### config.mk
export PLATFORM = sky130hd
export DESIGN_NAME = cs_seq
export DESIGN_NICKNAME = d
export VERILOG_FILES = /design/src/rtl/cs_seq.sv
export SDC_FILE = /design/constraint.sdc
export NUM_CORES = 1
export LEC_CHECK = 0
export CORE_ASPECT_RATIO = 0.75
export CORE_UTILIZATION = 49
export CTS_BUF_LIST = sky130_fd_sc_hd__clkbuf_16
export CTS_CLUSTER_DIAMETER = 80
export DETAILED_ROUTE_END_ITERATION = 16
export PLACE_DENSITY_LB_ADDON = 0.1
export SYNTH_ARGS = -nofsm -noshare
export SYNTH_HDL_FRONTEND = slang
export SYNTH_SLANG_ARGS = --single-unit
### constraint.sdc
create_clock -name clock -period 2.8 [get_ports clock]
set_input_delay 0.56 -clock clock [delete_from_list [all_inputs] [get_ports clock]]
set_output_delay 0.56 -clock clock [all_outputs]
set_load 0.02 [all_outputs]
### src/rtl/cs_seq.sv
// cs_seq: multi-cycle single-bit rotator with valid/ready handshakes on both sides.
// Define CS_SEQ_DIR_EN to add in_dir (1 = rotate left, 0 = rotate right).
module cs_seq #(
    parameter int WIDTH = 32,
    parameter int AW    = 5
) (
    input  logic             clock,
    input  logic             reset,
    input  logic             in_valid,
    output logic             in_ready,
    input  logic [WIDTH-1:0] in_data,
    input  logic [AW-1:0]    in_amt,
`ifdef CS_SEQ_DIR_EN
    input  logic             in_dir,
`endif
    output logic             out_valid,
    input  logic             out_ready,
    output logic [WIDTH-1:0] out_data,
    output logic             busy,
    output logic [AW-1:0]    steps_left
);

    typedef enum logic [1:0] {
        IDLE,
        SHIFT,
        DONE
    } state_t;

    state_t           state;
    state_t           state_nx;
    logic [WIDTH-1:0] word;
    logic [WIDTH-1:0] word_rot;
    logic             in_xfer;
    logic             last_step;

`ifdef CS_SEQ_DIR_EN
    logic dir;

    always_comb begin
        if (dir) word_rot = {word[WIDTH-2:0], word[WIDTH-1]};
        else     word_rot = {word[0], word[WIDTH-1:1]};
    end
`else
    always_comb begin
        word_rot = {word[0], word[WIDTH-1:1]};
    end
`endif

    assign in_xfer   = in_valid & in_ready;
    assign last_step = (steps_left == AW'(1));

    always_ff @(posedge clock or posedge reset) begin
        if (reset) state <= IDLE;
        else       state <= state_nx;
    end

    always_comb begin
        state_nx  = state;
        in_ready  = 1'b0;
        out_valid = 1'b0;
        busy      = 1'b0;
        unique case (state)
            IDLE: begin
                in_ready = 1'b1;
                if (in_valid) begin
                    if (in_amt == '0) state_nx = DONE;
                    else              state_nx = SHIFT;
                end
            end
            SHIFT: begin
                busy = 1'b1;
                if (last_step) state_nx = DONE;
            end
            DONE: begin
                out_valid = 1'b1;
                if (out_ready) state_nx = IDLE;
            end
            default: state_nx = IDLE;
        endcase
    end

    // out_data only changes when a result completes, so it holds through IDLE.
    always_ff @(posedge clock or posedge reset) begin
        if (reset) begin
            word       <= '0;
            steps_left <= '0;
            out_data   <= '0;
`ifdef CS_SEQ_DIR_EN
            dir        <= 1'b0;
`endif
        end else if (in_xfer) begin
            word       <= in_data;
            steps_left <= in_amt;
`ifdef CS_SEQ_DIR_EN
            dir        <= in_dir;
`endif
            if (in_amt == '0) out_data <= in_data;
        end else if (busy) begin
            word       <= word_rot;
            steps_left <= steps_left - AW'(1);
            if (last_step) out_data <= word_rot;
        end
    end

endmodule

Word-level counts from Yosys, hierarchy flattened
Index checks and enable logic that the tools add are counted.

word-level totals
  register bits = 71
  input bits = 41
  output and inout port bits = 40
  word-level logic and storage cells = 35

operators by class
  add/subtract/negate cells = 1
  eq/ne operators = 7
  multiplexer cells = 16
  bitwise logic cells = 1
  reductions and logical operators = 6

operators by type and width
  cell                   number
  $mux W32               6
  $mux W5                2
  $mux W2                4
  $ne A2 B2 Y1 const B   3
  $pmux W2 S3            1
  $reduce_and A3 Y1      2
  $eq A5 B1 Y1 const B   1
  $logic_not A5 Y1       1
  $sub A5 B1 Y5 const B  1
  $reduce_bool A2 Y1     2
  $mux W1                3
  $eq A2 B1 Y1 const B   1
  $eq A2 B2 Y1 const B   1
  $logic_not A2 Y1       1
  $ne A2 B1 Y1 const B   1
  $and A1 B1 Y1          1

Depth between registers and ports, before layout
Gate-level depths: netlist (run 1).

  word-level depth = 5
  depth in mapped cells = 6

Worst setup path after synthesis (run 1)
Ideal clock, no wire load.

  kind = input -> register
  start = in in_valid
  end = reg out_data[11]
  setup time = 128 ps
  data arrival time = 1682 ps
  required time = 2672 ps
  path slack = 990 ps
  stages on the path = 6
  path buffers = 3
  cell sequence = buf_4 -> nor3b_4 -> buf_4 -> buf_6 -> mux2i_1 -> mux2i_1

on the way
  cells in the longest elaborated chain, start to end = 3
  elaborated cells on any way between the ends = 6

RTL lines
  what                                                                 line  source
  from (decl)                                                          9     input logic in_valid,
  $and A1 B1 Y1 (*)                                                    49    assign in_xfer = in_valid & in_ready;
  $ne A2 B1 Y1 (no source line) or $reduce_bool A2 Y1 (tied branches)  n/a
  $reduce_and A3 Y1 (no source line)                                   n/a
  to (signal assigned)                                                 97    if (in_amt == '0) out_data <= in_data;
  to (signal assigned)                                                 101   if (last_step) out_data <= word_rot;
  to (decl)                                                            18    output logic [WIDTH-1:0] out_data,

Mark *: on every way between the ends. The rest lies on a longest branch, timed or not.
A chain may end at the register's enable or synchronous reset.

Final worst setup path (run 1)
  start = reg state[0]
  end = out busy

on the way
  cells in the longest elaborated chain, start to end = 2

RTL lines
  what                    line  source
  from (decl)             29    state_t state;
  from (signal assigned)  54    else state <= state_nx;
  $eq A2 B1 Y1            62    unique case (state)
  $mux W1                 62
  to (decl)               19    output logic busy,

Every way passes these cells.

==> impl_results.rst, run 1 <==
.. list-table::
   :header-rows: 1

   * - Metric
     - Value
   * - Number of hold-repair buffers added at the cts stage
     - 0
   * - Worst setup slack before clock tree synthesis
     - just under 400 ps
   * - Setup tns final
     - 0 ps
   * - # setup viols final
     - 0
   * - Number of core rows
     - 25
   * - Count of flip-flops with a built-in enable after synthesis
     - 0
   * - Largest driver fanout on the critical path
     - 13
   * - Clock latency reported for the late side of the worst-skew pair
     - 330 ps
   * - Post CTS Setup Buffer Count
     - 0
   * - Crit path time final
     - 2470 ps
   * - Sequential share of the synthesized area
     - 0.554
   * - Yosys cell types
     - 24
   * - Static Leak
     - 2.11 nW
   * - Top Ports
     - 81
   * - DRT antenna net count
     - 0
   * - End of the worst register-to-register path
     - out_data[17]$_DFFE_PP0P_
   * - Post_cts resized
     - 0
   * - CP startpoint kind
     - register
   * - Initial Utilization
     - 0.507
   * - Clock slew seen by the registers of the worst setup and hold paths
     - 60 ps
   * - Share of the clock period used by the worst path
     - 0.882
   * - Final setup skew
     - between 4 and 5 ps
   * - Crit Path Class
     - reg -> out
   * - Weighted congestion reported at the end of routability-driven placement
     - 0.900
   * - Max-capacitance violation count
     - 0
   * - Post-synthesis cell count
     - 293
   * - Top cells by area, synth
     - dfrtp_1 55%, mux2i_1 18%, o21ai_0 5.3%, nand2_1 4.8%, inv_1 4.2%
   * - Area added between synthesis and finish
     - 38.9%
   * - Arrival time of the worst setup path
     - 1910 ps
   * - Maximum number of pins on one net before global-route repair
     - 46
   * - Number of filler instances in the final layout
     - ~490
   * - Ys flop type
     - dfrtp_1
   * - Cell area after synthesis
     - 3200 µm²
   * - Post-synth top cells
     - 71 x dfrtp_1, 59 x mux2i_1, 41 x nand2_1, 36 x inv_1, 34 x o21ai_0
   * - Number of sinks handled by clock tree synthesis
     - 71
   * - Destination of the worst hold path
     - word[25]$_DFFE_PP0P_
   * - Maximum clock frequency
     - 405 MHz
   * - Die area
     - 6870 µm²
   * - Finished Cell Area
     - 4450 µm²
   * - Number of global-route vias before repair
     - roughly 2,300
   * - Number of optimization iterations in the first detailed-route pass
     - 4
   * - Number of H-tree branching levels
     - 3
   * - Launch instance of the worst min-delay path
     - word[25]$_DFFE_PP0P_
   * - Power Dens Cells
     - 1240 nW/µm²
   * - Grt ovf
     - 0
   * - Reg2reg start
     - state[0]$_DFFE_PP0P_
   * - Proportion of synthesized flip-flops having asynchronous set or reset
     - 1.00
   * - Hold Fails Final Rpt
     - 0
   * - Overall routed net length
     - 6.67 mm
   * - Gr usage total
     - 0.209
   * - Via density
     - between 4 and 5
   * - Number of buffers created by CTS
     - 9
   * - Capturing element type of the critical path
     - output port
   * - Initial antenna violation count
     - 0
   * - Final-report max-slew violation count
     - 0
   * - DRT iter0 DRCs
     - 88
   * - Mapped Nets
     - about 340
   * - Outcome
     - finished clean
   * - Placed cell areas
     - 4110 µm²
   * - Worst slew slack as a fraction of its limit
     - 0.603
   * - R2r setup slk
     - approximately 920 ps
   * - Worst Tran Pin Value
     - between 500 and 600 ps
   * - Overall via count from detail_route
     - about 2,300
   * - Synthesized area divided by synthesized cell count
     - between 10 and 15 µm²
   * - Number of buffers between clock root and the deepest sink
     - 2
   * - Count of buffers from port buffering
     - 80
   * - Setup repair after global routing missed its margin
     - false
   * - Top-area cell type share of the netlist area
     - 0.554
   * - Top cell type by total area after synthesis
     - dfrtp_1
   * - Critical path origin
     - state[0]$_DFFE_PP0P_
   * - Count of cells along the worst hold path
     - 2
   * - Die height
     - 72.0 µm
   * - Most common cell in the netlist
     - dfrtp_1
   * - Detailed-placement wirelength estimate
     - around 4.6 mm
   * - R2R depth
     - 5
   * - YS warnings
     - 0
   * - Root Driver
     - clkbuf_16
   * - Min-Delay Path Class
     - reg -> reg
   * - Worst supply voltage drop on vdd
     - 637 µV
   * - Post-DR wirelength/cell
     - 14.4 µm
   * - Global-route wire length before repair
     - 10.8 mm
   * - Final #Nets
     - 421
   * - Number of storage elements in the synthesis netlist
     - 71
   * - Area of the core region
     - about 6300 µm²
   * - CTS tree
     - built
   * - Die X-Extent
     - 95.4 µm
   * - Share of post-route cells with drive strength above 1
     - 0.0940
   * - Data required time at the worst endpoint
     - about 2200 ps
   * - Post-route worst setup slack
     - 329 ps
   * - Number of antenna cells inserted
     - 0
   * - DRC violations left
     - 0
[flip-flops by register name, indices dropped and copies added (netlist names)]
register and count:
word 32, state 2, steps_left 5, out_data 32
[cell families (layout without fill, tap and decap cells)]
kind of cell | after synthesis | in the layout | share of synthesized area
DFF | 71 | 71 | 0.554
adders and majority gates | 2 | 2 | 0.00781
buffers and inverters | 51 | 141 | 0.0726
AOI/OAI and AO/OA | 50 | 50 | 0.0839
and+or+nand+nor | 54 | 54 | 0.0758
muxes | 65 | 65 | 0.205
[worst max-delay path, cell delays in order, from the launching register on]
cell and delay, ps:
dfrtp_1 660, inv_1 180, nor2_1 130, clkdlybuf4s50_1 610
[worst max path at each step]
| stage | end | slack (ps) | cells after the start |
|---|---|---|---|
| after global placement | out_data[16]$_DFFE_PP0P_ | 430 | 6 |
| final | busy | 330 | 3 |
| after global routing | busy | 220 | 3 |
| after detailed placement | out_data[26]$_DFFE_PP0P_ | 390 | 6 |
| after floorplan | out_data[0]$_DFFE_PP0P_ | 440 | 1 |
| after CTS | busy | 330 | 3 |
[final cells by class]
class / count / area, µm² / area share
clock inverters: 7 / 114 / 0.0256
multi-input cells: 171 / 1210 / 0.271
repair buffers: 89 / 893 / 0.201
inverters: 36 / 135 / 0.0304
clock buffers: 9 / 225 / 0.0506
well taps: 81 / 101 / 0.0228
flip-flops and latches: 71 / 1780 / 0.399
[metrics by stage]
step,hold slack [ps],power [mW],instances,utilization
floorplan,442,3.33,293,-
detailed placement,464,4.25,448,0.651
finish,478,5.50,464,0.705
global route,501,5.85,464,0.705
CTS,480,5.57,464,0.705
global placement,461,4.17,448,0.651
[report_power, final]
part	leakage, nW	switching, mW	internal (mW)
Clock	0.168	0.414	0.864
Sequential	0.896	0.311	1.49
Combinational	1.04	1.28	1.14
[cells in the final DEF, fill, tap and decap left out, drive strengths merged, types with 2 or more instances in the layout]
cell,synthesis,routed
clkbuf,6,9
o21ai,37,37
inv,36,38
a21oi,5,5
ha,2,2
nand2,41,41
nor2,7,7
o31ai,2,2
mux2i,59,59
dfrtp,71,71
buf,9,9
mux2,6,6
o22ai,4,4
nand3,3,3
clkdlybuf4s50,0,80
bufinv,0,3
[metal layers]
metal	up-vias	GRT usage	part of all wire
met3	11	0.0535	0.050
met4	0	0.0829	0.014
met2	57	0.325	0.45
met1	1076	0.282	0.49
li1	1145	-	-
met5	-	0	0
Power figures use the tool's default switching activity.
==> inputs of run 2 (changes only) <==
--- a/config.mk
+++ b/config.mk
@@ -10,7 +10,7 @@
 export CTS_BUF_LIST = sky130_fd_sc_hd__clkbuf_16
 export CTS_CLUSTER_DIAMETER = 80
 export DETAILED_ROUTE_END_ITERATION = 16
-export PLACE_DENSITY_LB_ADDON = 0.1
+export PLACE_DENSITY_LB_ADDON = 0.25
 export SYNTH_ARGS = -nofsm -noshare
 export SYNTH_HDL_FRONTEND = slang
 export SYNTH_SLANG_ARGS = --single-unit
==> run 2 against run 1 <==
Net effect:
- wire length is 6.1% higher
- clock skew is 3.6 ps higher
- utilization is 0.71 points lower
- clock-buffer cell count stayed put
- die area stayed put
- clock power is 19% lower
- cell area is 1.0% lower
- largest cell class unchanged
- largest power group unchanged
- highest routed layer unchanged
==> impl_results.rst, run 2 (synthesis results as in run 1) <==
.. list-table::
   :header-rows: 1

   * - Metric
     - Value
   * - Number of H-tree branching levels
     - 3
   * - Clock latency reported for the late side of the worst-skew pair
     - 330 ps
   * - Worst Tran Pin Value
     - 506 ps
   * - Via density
     - around 5.2
   * - Area added between synthesis and finish
     - 37.5%
   * - Registers with the highest flip-flop counts
     - out_data x32, word x32, steps_left x5
   * - Maximum number of pins on one net before global-route repair
     - 62
   * - Initial Utilization
     - 0.507
   * - Post_cts resized
     - 0
   * - CTS tree
     - built
   * - Number of antenna cells inserted
     - 0
   * - R2r setup slk
     - 900 ps
   * - Number of global-route vias before repair
     - around 2,400
   * - Sum of routed wire segments on met1
     - about 3.2 mm
   * - Total power draw
     - 5.32 mW
   * - DR WL met3
     - between 400 and 500 µm
   * - Number of filler instances in the final layout
     - around 500
   * - DRT antenna net count
     - 0
   * - Maximum clock frequency
     - a little over 400 MHz
   * - Grt ovf
     - 0
   * - Number of core rows
     - 25
   * - Weighted congestion reported at the end of routability-driven placement
     - 0.792
   * - End of the worst register-to-register path
     - word[14]$_DFFE_PP0P_
   * - Overall via count from detail_route
     - 2,400
   * - Die X-Extent
     - 95.4 µm
   * - Most common cell after layout, fill and taps aside
     - clkdlybuf4s50_1
   * - Number of buffers created by CTS
     - 9
   * - Detailed-placement wirelength estimate
     - 4.84 mm
   * - Number of sinks handled by clock tree synthesis
     - 71
   * - Launch instance of the worst min-delay path
     - word[21]$_DFFE_PP0P_
   * - Crit path time final
     - about 2500 ps
   * - Data required time at the worst endpoint
     - around 2200 ps
   * - Power Dens Cells
     - 1210 nW/µm²
   * - Max-capacitance violation count
     - 0
   * - Clock slew seen by the registers of the worst setup and hold paths
     - 60 ps
   * - Crit Path Class
     - reg -> out
   * - Share of post-route cells with drive strength above 1
     - 0.102
   * - Outcome
     - finished clean
   * - Worst supply voltage drop on vdd
     - 645 µV
   * - Capturing element type of the critical path
     - output port
   * - Root Driver
     - clkbuf_16
   * - Post-DR wirelength/cell
     - between 15 and 20 µm
   * - # setup viols final
     - 0
   * - Setup tns final
     - 0 ps
   * - Overall routed net length
     - 7.08 mm
   * - Min-Delay Path Class
     - reg -> reg
   * - Hold Fails Final Rpt
     - 0
   * - Initial antenna violation count
     - 0
   * - Count of buffers from port buffering
     - 80
   * - Global-route wire length before repair
     - 11.8 mm
   * - Die height
     - 72.0 µm
   * - Final #Nets
     - 422
   * - Area of the core region
     - 6320 µm²
   * - Number of buffers between clock root and the deepest sink
     - 2
   * - Arrival time of the worst setup path
     - 1910 ps
   * - Post CTS Setup Buffer Count
     - 0
   * - Setup repair after global routing missed its margin
     - false
   * - Largest driver fanout on the critical path
     - 13
   * - WL met2
     - 3.40 mm
   * - Share of the clock period used by the worst path
     - 0.882
   * - DRT iter0 DRCs
     - 119
   * - Count of cells along the worst hold path
     - 2
   * - Critical path origin
     - state[0]$_DFFE_PP0P_
   * - Highest metal layer with signal wires
     - met4
   * - Final setup skew
     - 8.24 ps
   * - Reg2reg start
     - state[0]$_DFFE_PP0P_
   * - Static Leak
     - 2.08 nW
   * - Top Ports
     - 81
   * - Number of optimization iterations in the first detailed-route pass
     - 4
   * - R2R depth
     - 4
   * - Destination of the worst hold path
     - word[21]$_DFFE_PP0P_
   * - Gr usage total
     - 0.229
   * - Final-report max-slew violation count
     - 0
   * - CP startpoint kind
     - register
   * - Die area
     - 6870 µm²
   * - Worst slew slack as a fraction of its limit
     - 0.663
   * - Most frequent cells in the layout
     - 80 x clkdlybuf4s50_1, 71 x dfrtp_1, 59 x mux2i_1
   * - DRC violations left
     - 0
   * - Number of hold-repair buffers added at the cts stage
     - 0
-- run 2: cell count changes in the layout (fill, tap and decap cells not counted) --
cell	delta
buf_12	+1
bufinv_16	-3
clkinv_2	+3
clkinv_4	+1
inv_1	-2
inv_6	+1
-- run 2: cell type report --
class,instances,area (µm²),share of cell area
Tap cell,81,101,0.0230
Timing Repair Buffer,90,913,0.207
Inverter,36,135,0.0307
Multi-Input combinational cell,171,1210,0.274
Clock inverter,7,48.8,0.0111
Sequential cell,71,1780,0.403
Clock buffer,9,225,0.0511
-- run 2: worst max-delay path, stage by stage (launching register included) --
cell	delay (ps)
dfrtp_1	660
inv_1	180
nor2_1	140
clkdlybuf4s50_1	610
-- run 2: worst max path at each step --
stage / endpoint / slack, ps / cells after the start
2_1_floorplan: out_data[0]$_DFFE_PP0P_ / 440 / 1
3_3_place_gp: out_data[10]$_DFFE_PP0P_ / 480 / 6
3_5_place_dp: out_data[24]$_DFFE_PP0P_ / 440 / 6
4_1_cts: busy / 320 / 3
5_1_grt: busy / 220 / 3
6_report: busy / 330 / 3
-- run 2: layer usage --
metal / vias to the layer above / track usage
li1: 1148 / -
met1: 1175 / 0.306
met2: 73 / 0.365
met3: 4 / 0.0671
met4: 0 / 0.0680
met5: - / 0
-- run 2: per-stage QoR --
| step | setup slack [ps] | hold WS [ps] | cell area, µm² | util | cells |
|---|---|---|---|---|---|
| global route | 222 | 495 | 4410 | 0.697 | 465 |
| detailed placement | 440 | 470 | 4130 | 0.654 | 449 |
| global placement | 482 | 458 | 4130 | 0.654 | 449 |
| finish | 329 | 476 | 4410 | 0.697 | 465 |
| floorplan | 443 | 442 | 3200 | - | 293 |
| CTS | 319 | 483 | 4410 | 0.697 | 465 |
-- run 2: report_power, final --
part / internal, mW / switching, mW
clock: 0.600 / 0.437
sequential: 1.49 / 0.321
combinational: 1.16 / 1.31
==> variant 1 (flow settings as in run 2) <==
The 3 states of `state_t` get a one-hot encoding in 3 bits.
--- a/src/rtl/cs_seq.sv
+++ b/src/rtl/cs_seq.sv
@@ -20,10 +20,10 @@
     output logic [AW-1:0]    steps_left
 );
 
-    typedef enum logic [1:0] {
-        IDLE,
-        SHIFT,
-        DONE
+    typedef enum logic [2:0] {
+        IDLE  = 3'b001,
+        SHIFT = 3'b010,
+        DONE  = 3'b100
     } state_t;
 
     state_t           state;
Formal check against the unedited RTL: no difference found for any inputs over 10 cycles, from zero or initial values and one cycle with reset high; not proved beyond that.
==> variant 1 against run 2 <==
Core utilization grew 0.94 points. Die area grew 2.4%. Global-route usage grew 0.89 points. Synthesized area grew 2.5%. Maximum frequency grew 2.0%. Sequential cell count grew 1. Total power grew 1.9%. Wire length grew 10%. Synthesized cell count grew 12%. Cell area grew 2.4%. Hold slack gained 9.2 ps. First-iteration DRC count grew 100%. Setup slack gained 49 ps. Critical path depth is the same.
==> variant 1: results (changes against run 2) <==
Outcome:
- The run finished with clean final reports.

Place:
- The area of placed instances is 0.00418 mm^2 (+1.0%).
- The total half-perimeter wirelength after legalization and detailed placement came to 4840 um (about the same).

Global route:
- The global-route met3 utilization is 7.40% (+0.69 points).
- The met1 layer usage reported by global route is 33.0% (+2.4 points).
- The pin count of the biggest net entering global routing is 73 (+18%).
- The first-pass GRT wire length was 12,700 um (+8.3%).
- The via count of the first global-routing pass came to 2,744 (+13%).

Route:
- The routed wire length came to 7800 um (+10%).
- The number of search-and-repair iterations in the first detailed-routing pass is 5 (+1).

Hold path:
- For hold timing, the worst endpoint is out_data[9].
- The worst hold path startpoint is out_data[9].
- The number of stages on the worst hold path is 1 (-1).

Timing:
- The transition time of the tightest slew-check pin came to 608 ps (+102 ps).
- The worst hold slack across all endpoints was 485 ps (+9.19 ps).

Synthesis:
- The count of different cell masters after synthesis is 35 (+46%).
- The adder-cell share of the synthesized area is 0.762% (-0.019 points).
- The portion of netlist area occupied by mux cells is 0% (-21 points).
- The sequential-to-total area share from yosys stat is 54.9% (-0.53 points).
- The number of nets in the synthesized netlist is 372 (+11%).
- In the post-synthesis netlist, the biggest area contributors are sky130_fd_sc_hd__dfrtp_1 (54%), sky130_fd_sc_hd__o22a_1 (8.5%), sky130_fd_sc_hd__nand2_1 (7.8%), sky130_fd_sc_hd__o21a_1 (7.3%), sky130_fd_sc_hd__a31oi_1 (6.1%).

Layout:
- The relative area of clock buffers and inverters in the final design is 7.43% (+1.2 points).
- The net total in the final layout is 449 (+6.4%).
- The number of fill cells in the layout was 504 (-1.6%).
- The portion of the layout cell area used by non-clock buffers is 19.5% (-1.2 points).
- The fraction of final layout cells with drive strength greater than 1 is 7.79% (-2.4 points).
- The number of non-clock buffers is 89 (-1.1%).
- The non-clock inverter instance count of the final layout is 5 (-86%).
- The multi-input combinational cell count was 229 (+34%).

Power and ir drop:
- The leakage power figure is 1.86 nW (-11%).
- The largest vdd supply drop is 632 uV (-1.9%).
- The clock network power share is 23.7% (+4.2 points).
- The power in the clock group is 1.29 mW (+24%).

Worst setup path:
- The slowest library cell on the worst path is sky130_fd_sc_hd__clkdlybuf4s50_1.
- The endpoint identified for the worst register-to-register timing path is out_data[9].

Die:
- The area of the die is 0.00704 mm^2 (+2.4%).
[variant 1: metrics by stage]
stage | instances | setup WS, ps | util (%)
after floorplan | 329 | 417 | -
after global placement | 476 | 532 | 65.4
after detailed placement | 476 | 476 | 65.4
after CTS | 492 | 362 | 70.7
after global routing | 492 | 312 | 70.7
final | 492 | 379 | 70.7
[variant 1: worst max path at each step]
stage                   endpoint      start  depth (start not counted)  slack, ps
finish                      busy   state[2]                          3        380
CTS                         busy   state[1]                          3        360
global route                busy   state[1]                          3        310
floorplan            out_data[0]      reset                          1        420
detailed placement   out_data[1]  in_amt[2]                          6        480
global placement    out_data[14]  in_amt[1]                          6        530
[variant 1: kinds of logic after synthesis]
kind of cell / Yosys count
buffers and inverters: 28
adders and majority gates: 2
DFF: 72
and+or+nand+nor: 116
AOI/OAI and AO/OA: 111
[variant 1: per-layer routing]
metal / share of wire (%) / routed length (um)
met4: 0.49 / 38
met5: 0 / 0
met3: 7.3 / 568
met1: 47 / 3650
met2: 45 / 3540
==> variant 2 (config.mk and constraints of run 2) <==
Made on the original files. Add a define of `CS_SEQ_DIR_EN`.
--- a/src/rtl/cs_seq.sv
+++ b/src/rtl/cs_seq.sv
@@ -1,5 +1,7 @@
 // cs_seq: multi-cycle single-bit rotator with valid/ready handshakes on both sides.
 // Define CS_SEQ_DIR_EN to add in_dir (1 = rotate left, 0 = rotate right).
+`define CS_SEQ_DIR_EN
+
 module cs_seq #(
     parameter int WIDTH = 32,
     parameter int AW    = 5
Ports: changed (added in_dir); port bits go from 81 to 82. No check against the original RTL was run, so the function may have changed too.
==> variant 2 against run 2 <==
Setup slack gained 16 ps. Sequential cell count grew 1. Total power rose by 11%. Critical endpoint is now out_valid. Wire length grew 9.2%. Non-clock buffer count unchanged. Synthesized area increased by 11%. Sequential power up 7%. Core utilization fell by 0.38 points. Cell area is 8.5% higher.
==> variant 2: results (changes against run 2) <==
Timing:
- The achievable frequency came to 407 MHz (+0.66%).
- The worst hold slack across all endpoints is 507 ps (+31.3 ps).

Layout:
- The final non-filler cell area was 0.00478 mm^2 (+8.5%).
- The storage element area came to 0.00180 mm^2 (+1.5%).
- The portion of the layout cell area used by non-clock buffers was 18.9% (-1.8 points).
- The area growth from synthesis to layout is 35.1%.
- The multi-input combinational cell count is 232 (+36%).
- The number of sequential cells is 72 (+1.4%).
- The number of fill cells in the layout was 548 (+7.0%).

Hold path:
- The worst hold path begins at word[13].

Synthesis:
- The number of nets in the synthesized netlist is 409 (+22%).
- The post-synthesis area per instance was 9.70 um^2 (-11%).

Outcome:
- The flow ran to the end, and the final reports show no timing, DRC or antenna violations.

Worst setup path:
- The worst register-to-register path ends at out_data[26].
- The largest fanout of any net on the critical path was 11 (-2).
- The endpoint arrival time on the critical path is 1890 ps (-20 ps).
- The register-to-register setup slack is 1000 ps (+100 ps).

Route:
- The met1 wire length is 3800 um (+19%).
- The detailed-routed wire length on met2 is 3530 um (+3.7%).

Global route:
- The global-route usage over all layers is 21.7% (-1.2 points).
- The pin count of the biggest net entering global routing is 73 (+18%).
- The global routing usage on met2 is 34.6% (-1.9 points).

Power and ir drop:
- The power consumed by sequential cells is 1.93 mW (+7%).
- The combinational power was 2.73 mW (+11%).

Place:
- The total half-perimeter wirelength after legalization and detailed placement is 5260 um (+8.7%).
- The worst setup slack before clock tree synthesis was 407 ps (-32.9 ps).
==> variant 2: cell types whose count changed after synthesis, moves of 2 or more <==
| cell | before | now |
|---|---|---|
| sky130_fd_sc_hd__inv_1 | 36 | 38 |
| sky130_fd_sc_hd__mux2i_1 | 59 | 64 |
| sky130_fd_sc_hd__o21ai_0 | 34 | 38 |
| sky130_fd_sc_hd__clkbuf_1 | 6 | 9 |
| sky130_fd_sc_hd__buf_2 | 3 | 11 |
| sky130_fd_sc_hd__nor2_1 | 7 | 37 |
| sky130_fd_sc_hd__a21oi_1 | 5 | 36 |
| sky130_fd_sc_hd__nand2_1 | 41 | 35 |
| sky130_fd_sc_hd__buf_4 | 2 | 0 |
| sky130_fd_sc_hd__mux2_2 | 6 | 3 |
==> variant 2: cell families after synthesis <==
group	Yosys count	share of synthesized area, %
buf+inv	61	7.49
flops	72	50.9
simple gates	79	9.43
fa+ha+maj	2	0.707
mux	67	19.0
compound gates	84	12.4
